$ cat config.mk
export PLATFORM = sky130hd
export DESIGN_NAME = hex_scan_scheduler
export DESIGN_NICKNAME = d
export VERILOG_FILES = /design/src/rtl/hex_scan_scheduler.sv
export SDC_FILE = /design/constraint.sdc
export NUM_CORES = 1
export LEC_CHECK = 0
export ABC_AREA = 1
export BUFFER_PORTS_ARGS = -buffer_cell sky130_fd_sc_hd__buf_2
export CAP_MARGIN = 20
export CORE_MARGIN = 4
export CORE_UTILIZATION = 40
export DETAILED_ROUTE_END_ITERATION = 10
export PLACE_DENSITY = 0.73
export SLEW_MARGIN = 20
export SYNTH_ARGS = -nofsm -noshare
export SYNTH_HDL_FRONTEND = slang
export SYNTH_SLANG_ARGS = --single-unit
$ cat constraint.sdc
create_clock -name i_clk -period 1.54 [get_ports i_clk]
set_clock_uncertainty 0.15 [all_clocks]
set_input_delay 0.308 -clock i_clk [delete_from_list [all_inputs] [get_ports i_clk]]
set_output_delay 0.308 -clock i_clk [all_outputs]
set_load 0.01 [all_outputs]
$ cat src/rtl/hex_scan_scheduler.sv
// ---------------------------------------------------------------------------
// hex_scan_scheduler
//
// One external two's-complement-to-7-segment decoder is shared among
// N_DIGITS signed nibbles. A load request takes a snapshot of the nibbles.
// Each nibble is then presented on o_dec_bin for SETTLE cycles. The
// decoder's answer is captured into per-digit segment and sign registers,
// and those registers drive the HEX displays.
//
// Handshake: i_load is a level sampled on every rising edge.
//   - In IDLE, i_load starts a sweep.
//   - While o_busy is high, i_load records a single pending request. Several
//     loads collapse into one request.
//   - o_done is high for exactly one cycle at the end of each sweep.
//   - A pending request, or a load arriving in that same o_done cycle,
//     restarts a sweep immediately. The restart samples i_values in the
//     o_done cycle.
//
// Ports:
//   i_clk        system clock, rising edge
//   i_reset      synchronous, active-high reset
//   i_load       snapshot request
//   i_values     packed signed nibbles, digit k = i_values[4k+3:4k]
//   o_busy       high in DRIVE, CAPTURE and DONE
//   o_done       one-cycle completion pulse
//   o_dec_bin    nibble presented to the shared decoder (registered)
//   i_dec_segs   active-low segments from the decoder
//   i_dec_neg    sign flag from the decoder
//   o_hex_out    registered segments, digit k = o_hex_out[7k+6:7k]
//   o_neg_out    registered sign per digit
//   o_dbg_state  current FSM state (IDLE=0, DRIVE=1, CAPTURE=2, DONE=3)
// ---------------------------------------------------------------------------
module hex_scan_scheduler #(
    parameter int N_DIGITS = 3,
    parameter int SETTLE   = 2
) (
    input  logic                  i_clk,
    input  logic                  i_reset,
    input  logic                  i_load,
    input  logic [4*N_DIGITS-1:0] i_values,
    output logic                  o_busy,
    output logic                  o_done,
    output logic [3:0]            o_dec_bin,
    input  logic [6:0]            i_dec_segs,
    input  logic                  i_dec_neg,
    output logic [7*N_DIGITS-1:0] o_hex_out,
    output logic [N_DIGITS-1:0]   o_neg_out,
    output logic [1:0]            o_dbg_state
);

    localparam int              IDX_W       = (N_DIGITS > 1) ? $clog2(N_DIGITS) : 1;
    localparam logic [IDX_W-1:0] LAST_IDX   = IDX_W'(N_DIGITS - 1);
    localparam logic [3:0]      SETTLE_LAST = 4'(SETTLE - 1);

    typedef enum logic [1:0] {
        S_IDLE    = 2'd0,
        S_DRIVE   = 2'd1,
        S_CAPTURE = 2'd2,
        S_DONE    = 2'd3
    } state_t;

    state_t                  r_state;
    state_t                  w_next;
    logic [4*N_DIGITS-1:0]   r_snap;
    logic [IDX_W-1:0]        r_idx;
    logic [3:0]              r_cnt;
    logic                    r_pending;
    logic [3:0]              r_dec_bin;
    logic [7*N_DIGITS-1:0]   r_hex;
    logic [N_DIGITS-1:0]     r_neg;

    logic                    w_busy;
    logic                    w_done;
    logic                    w_start;    // take a snapshot and begin at digit 0
    logic                    w_advance;  // move on to the next digit after a capture
    logic                    w_capture;  // store the decoder result for digit r_idx

    // State register
    always_ff @(posedge i_clk) begin
        if (i_reset) begin
            r_state <= S_IDLE;
        end else begin
            r_state <= w_next;
        end
    end

    // Next state and control strobes
    always_comb begin
        w_next    = r_state;
        w_busy    = 1'b0;
        w_done    = 1'b0;
        w_start   = 1'b0;
        w_advance = 1'b0;
        w_capture = 1'b0;
        case (r_state)
            S_IDLE: begin
                if (i_load) begin
                    w_start = 1'b1;
                    w_next  = S_DRIVE;
                end
            end
            S_DRIVE: begin
                w_busy = 1'b1;
                // r_cnt counts completed DRIVE cycles for this digit, so the
                // last DRIVE cycle is the one where it equals SETTLE-1.
                if (r_cnt == SETTLE_LAST) begin
                    w_next = S_CAPTURE;
                end
            end
            S_CAPTURE: begin
                w_busy    = 1'b1;
                w_capture = 1'b1;
                if (r_idx == LAST_IDX) begin
                    w_next = S_DONE;
                end else begin
                    w_advance = 1'b1;
                    w_next    = S_DRIVE;
                end
            end
            S_DONE: begin
                w_busy = 1'b1;
                w_done = 1'b1;
                // A load in this very cycle is treated like a pending request.
                if (r_pending || i_load) begin
                    w_start = 1'b1;
                    w_next  = S_DRIVE;
                end else begin
                    w_next = S_IDLE;
                end
            end
            default: w_next = S_IDLE;
        endcase
    end

    // Datapath: snapshot, digit index, settle counter, result registers
    always_ff @(posedge i_clk) begin
        if (i_reset) begin
            r_snap    <= '0;
            r_idx     <= '0;
            r_cnt     <= '0;
            r_pending <= 1'b0;
            r_dec_bin <= '0;
            r_hex     <= '1;
            r_neg     <= '0;
        end else begin
            if (w_start) begin
                r_snap    <= i_values;
                r_idx     <= '0;
                r_cnt     <= '0;
                // Loaded together with the snapshot, so the first DRIVE cycle
                // already presents digit 0 to the decoder.
                r_dec_bin <= i_values[3:0];
            end else if (w_advance) begin
                r_idx     <= r_idx + 1'b1;
                r_cnt     <= '0;
                r_dec_bin <= r_snap[(r_idx + 1) * 4 +: 4];
            end else if (r_state == S_DRIVE) begin
                r_cnt <= r_cnt + 4'd1;
            end

            if (w_capture) begin
                r_hex[r_idx * 7 +: 7] <= i_dec_segs;
                r_neg[r_idx]          <= i_dec_neg;
            end

            // The DONE cycle either consumes the request or has none left.
            if (r_state == S_DONE) begin
                r_pending <= 1'b0;
            end else if (i_load && w_busy) begin
                r_pending <= 1'b1;
            end
        end
    end

    assign o_busy      = w_busy;
    assign o_done      = w_done;
    assign o_dec_bin   = r_dec_bin;
    assign o_hex_out   = r_hex;
    assign o_neg_out   = r_neg;
    assign o_dbg_state = r_state;

endmodule

==> flow_results.org <==
** STA
- Worst Max-Slew Pin Slew :: 303 ps
- For this run, the top clock speed supported by timing is 0.612 GHz.
- Final Hold Violating Endpoints :: 0
- Pins over their slew limit :: 0
- Hold timing on the final database bottoms out at a slack of 99.9 ps.
- Endpoints failing setup :: 16
- Unrepaired setup endpoints after global routing :: true
- In the post-route analysis, the smallest setup slack over all paths is -94.8 ps.
- The worst pin sits at a relative slew slack of 79.8%.
- Final critical-path share of the clock period :: 106%
- In the final timing run, aggregate negative setup slack is -433 ps.
- Subtracting the final worst setup slack from the clock period gives 1630 ps.

** Final layout
- Inserted Diodes :: 0
- Post-layout nets :: 380
- Registers take 910 um^2.
- Counting the fill cells in the layout gives 422.
- Cell area after layout :: 0.00293 mm^2
- Core utilization of the finished layout :: 61.6%
- Footprint of the multi-input gates :: 0.00120 mm^2
- Of the cells placed in the final design, the portion with a size suffix greater than 1 is 42.5%.
- Synth-to-Final Area Change :: 47.3%

** Placed design
- DP Area :: 0.00247 mm^2
- Detailed placement finished with a half-perimeter wire length of 3620 um.
- Port buffering added 54 buffers.
- The congestion estimate from routability-driven global placement came to 0.815.

** GRT
- Pin count of the biggest net entering global routing :: 20
- The via count of the first global-routing pass is 1815.
- First-pass GRT wire length :: 8030 um
- The number of antenna violations at the first check in global routing was 0.
- Overall Global Routing Usage :: 16.0%
- Global routing finished with a remaining overflow of 0.

** Setup path
- Type of the worst setup path :: reg -> out
- The worst setup path is launched from a flip-flop.
- STA classifies the critical path endpoint as an output pin.
- Maximum fanout along the worst path :: 3
- Arrival @ worst endpoint :: 1180 ps
- STA puts the critical path data required time at 1080 ps.

** Drt
- Overall routed net length :: 5370 um
- Using the TritonRoute via totals, the vias-per-cell ratio works out to 4.75.
- The count of nets left with antenna violations once routing finished came out at 0.
- After detailed routing, the average wire length per cell comes to 13.0 um.
- The first detailed-routing pass ran for 4 iterations.
- In the routed design, unresolved DRC markers number 0.
- Number of vias after detailed routing :: 1962
- In this run, the number of DRC markers left after iteration 0 of detailed routing was 117.

** Synth
- In this run the mean area of a mapped cell was 7.64 um^2.
- FF+latch count, synth :: 45
- Of the synthesized area, sequential elements account for 45.3%.
- After synthesis, the netlist uses 23 different library cells.
- After technology mapping, the gate count stands at 260.
- By instance count, the leading cell after synthesis is sky130_fd_sc_hd__nand2_1.
- Top area cells in the synthesized netlist :: sky130_fd_sc_hd__dfxtp_1, sky130_fd_sc_hd__nand2_1, sky130_fd_sc_hd__ha_1, sky130_fd_sc_hd__nand3_1, sky130_fd_sc_hd__nor2_1
- Async set-reset flop share out of synthesis :: 0%
- Among all flip-flop cells after synthesis, the most frequent one is sky130_fd_sc_hd__dfxtp_1.
- Yosys Warn Count :: 0
- Synthesized net count :: 295
- Number of enable flip-flop cells after synthesis :: 0
- sky130_fd_sc_hd__dfxtp_1 takes more of the synthesized area than any other cell.
- List of most frequent post-synthesis cells :: sky130_fd_sc_hd__nand2_1, sky130_fd_sc_hd__dfxtp_1, sky130_fd_sc_hd__nor2_1
- In this run the biggest area consumer among cell types represents 45.3% of the synthesized area.
- Post-synthesis instance area :: 0.00199 mm^2

** Outcome
- Result of the run :: finished, violations left
- The checks that failed: setup timing.

** Pwr
- Summing internal, switching and leakage power gives 4.60 mW.
- Maximum vdd drop :: 0.000639 V
- Dividing total power by cell area gives a power density of 1570 mW/mm^2.
- In this run the static leakage power is 1.29 nW.

** Worst hold path
- The min-delay analysis places its worst path in the category in -> reg.

** Clock network
- The clock passes through at most 2 buffers.
- In this run, CTS created clock tree buffers numbering 5.
- CTS sink count :: 45
- CTS clk-pin slew, worst paths :: 80 ps
- H-tree Lvls :: 2
- TritonCTS built the clock tree.
- The cell sitting at the root of the clock tree is a sky130_fd_sc_hd__clkbuf_8.
- For this design, the CTS-stage hold fixing added 0 buffers.
- Source-to-sink clock delay at the later pin of the worst-skew pair :: 290 ps

** Floorplan
- Starting utilization of the core area :: 41.8%
- Measured along the x axis, the die boundary spans 78.5 um.
- The core region is 0.00475 mm^2.
- During I/O placement, the number of pins put on the boundary was 55.
- Die area :: 0.00616 mm^2
- The floorplan step set the die height to 78.5 um.
- The floorplan has 25 rows.

** Job
- Across the run, the number of max-cap violations was 0.
==> critical path, cell delays in order (launching register included) <==
cell and delay, ps:
sky130_fd_sc_hd__dfxtp_4 380, sky130_fd_sc_hd__clkinvlp_4 150, sky130_fd_sc_hd__ha_4 200, sky130_fd_sc_hd__inv_2 60, sky130_fd_sc_hd__buf_6 100
==> state kept, by name (all words and copies together) (netlist names) <==
signal and flops:
o_hex_out 21, r_cnt 4, o_neg_out 3, r_snap 8, r_idx 2, o_dec_bin 4, r_pending 1, o_dbg_state 2
==> kinds of logic (layout without fill, tap and decap cells) <==
family | count (synthesis) | after routing | share of synthesized area, %
AND/OR/NAND/NOR | 125 | 125 | 27.3
AO/OA/AOI/OAI | 48 | 48 | 13.5
flip-flops | 45 | 45 | 45.3
buffers and inverters | 29 | 115 | 5.79
adder cells (fa/ha/maj) | 12 | 12 | 7.56
XOR/XNOR | 1 | 1 | 0.441
==> worst paths after layout <==
| check | start | end | slack [ps] | cells after the start |
|---|---|---|---|---|
| setup / recovery | o_dbg_state[0]$_SDFFE_PP0P_ | o_busy | -90 | 4 |
| hold / removal | i_values[11] | r_snap[11]$_SDFFE_PP0P_ | 100 | 3 |
| setup reg to reg | o_dbg_state[0]$_SDFFE_PP0P_ | o_dec_bin[0]$_SDFFE_PP0P_ | -70 | 10 |
| hold reg to reg | o_dec_bin[1]$_SDFFE_PP0P_ | o_dec_bin[1]$_SDFFE_PP0P_ | 300 | 2 |
==> power by group <==
| part | internal, mW | leakage [nW] | switching [mW] |
|---|---|---|---|
| logic | 1.06 | 0.876 | 1.28 |
| clock network | 0.314 | 0.0450 | 0.372 |
| registers | 1.42 | 0.368 | 0.163 |
==> cell usage in the layout, fill, tap and decap left out, types with 4 or more instances in the layout <==
cell type / netlist / final
sky130_fd_sc_hd__a21oi_1: 21 / 16
sky130_fd_sc_hd__a21oi_2: 1 / 5
sky130_fd_sc_hd__a22oi_1: 10 / 9
sky130_fd_sc_hd__buf_2: 2 / 52
sky130_fd_sc_hd__buf_4: 1 / 22
sky130_fd_sc_hd__buf_6: 0 / 9
sky130_fd_sc_hd__clkbuf_8: 0 / 5
sky130_fd_sc_hd__dfxtp_1: 45 / 42
sky130_fd_sc_hd__ha_1: 12 / 6
sky130_fd_sc_hd__ha_4: 0 / 6
sky130_fd_sc_hd__inv_1: 18 / 12
sky130_fd_sc_hd__inv_2: 5 / 4
sky130_fd_sc_hd__inv_4: 0 / 6
sky130_fd_sc_hd__nand2_1: 63 / 52
sky130_fd_sc_hd__nand2_2: 0 / 8
sky130_fd_sc_hd__nand3_1: 24 / 24
sky130_fd_sc_hd__nor2_1: 30 / 28
sky130_fd_sc_hd__o21ai_0: 15 / 6
sky130_fd_sc_hd__o21ai_2: 0 / 8
==> per-stage QoR <==
stage	worst slack, ps	std cells
2_1_floorplan	0.847	260
3_3_place_gp	28.0	394
3_5_place_dp	-22.3	394
4_1_cts	-41.3	412
5_1_grt	-165	413
6_report	-94.8	413
==> final cells by class <==
| type | count | share of cell area (%) |
|---|---|---|
| Clock inverter | 2 | 0.342 |
| Sequential cell | 45 | 31.1 |
| Clock buffer | 6 | 2.48 |
| Timing Repair Buffer | 84 | 18.7 |
| Tap cell | 67 | 2.86 |
| Inverter | 23 | 3.59 |
| Multi-Input combinational cell | 186 | 41.0 |
==> what timing repair did <==
| action | in CTS | in global routing |
|---|---|---|
| endpoints found under the setup margin | 7 | 40 |
| setup buffers | 10 | 1 |
| pin swaps | 3 | 27 |
| gates resized for setup | 23 | 51 |
==> per-layer routing <==
metal / up-vias / share of wire [%] / wire [um] / track usage (%)
met5: - / 0 / 0 / 0
met4: 0 / 0.99 / 53 / 4.20
li1: 1020 / - / - / -
met3: 4 / 3.0 / 163 / 3.67
met1: 899 / 45 / 2390 / 20.8
met2: 39 / 51 / 2760 / 26.8
Note: power is estimated with default switching activity, not from simulation.
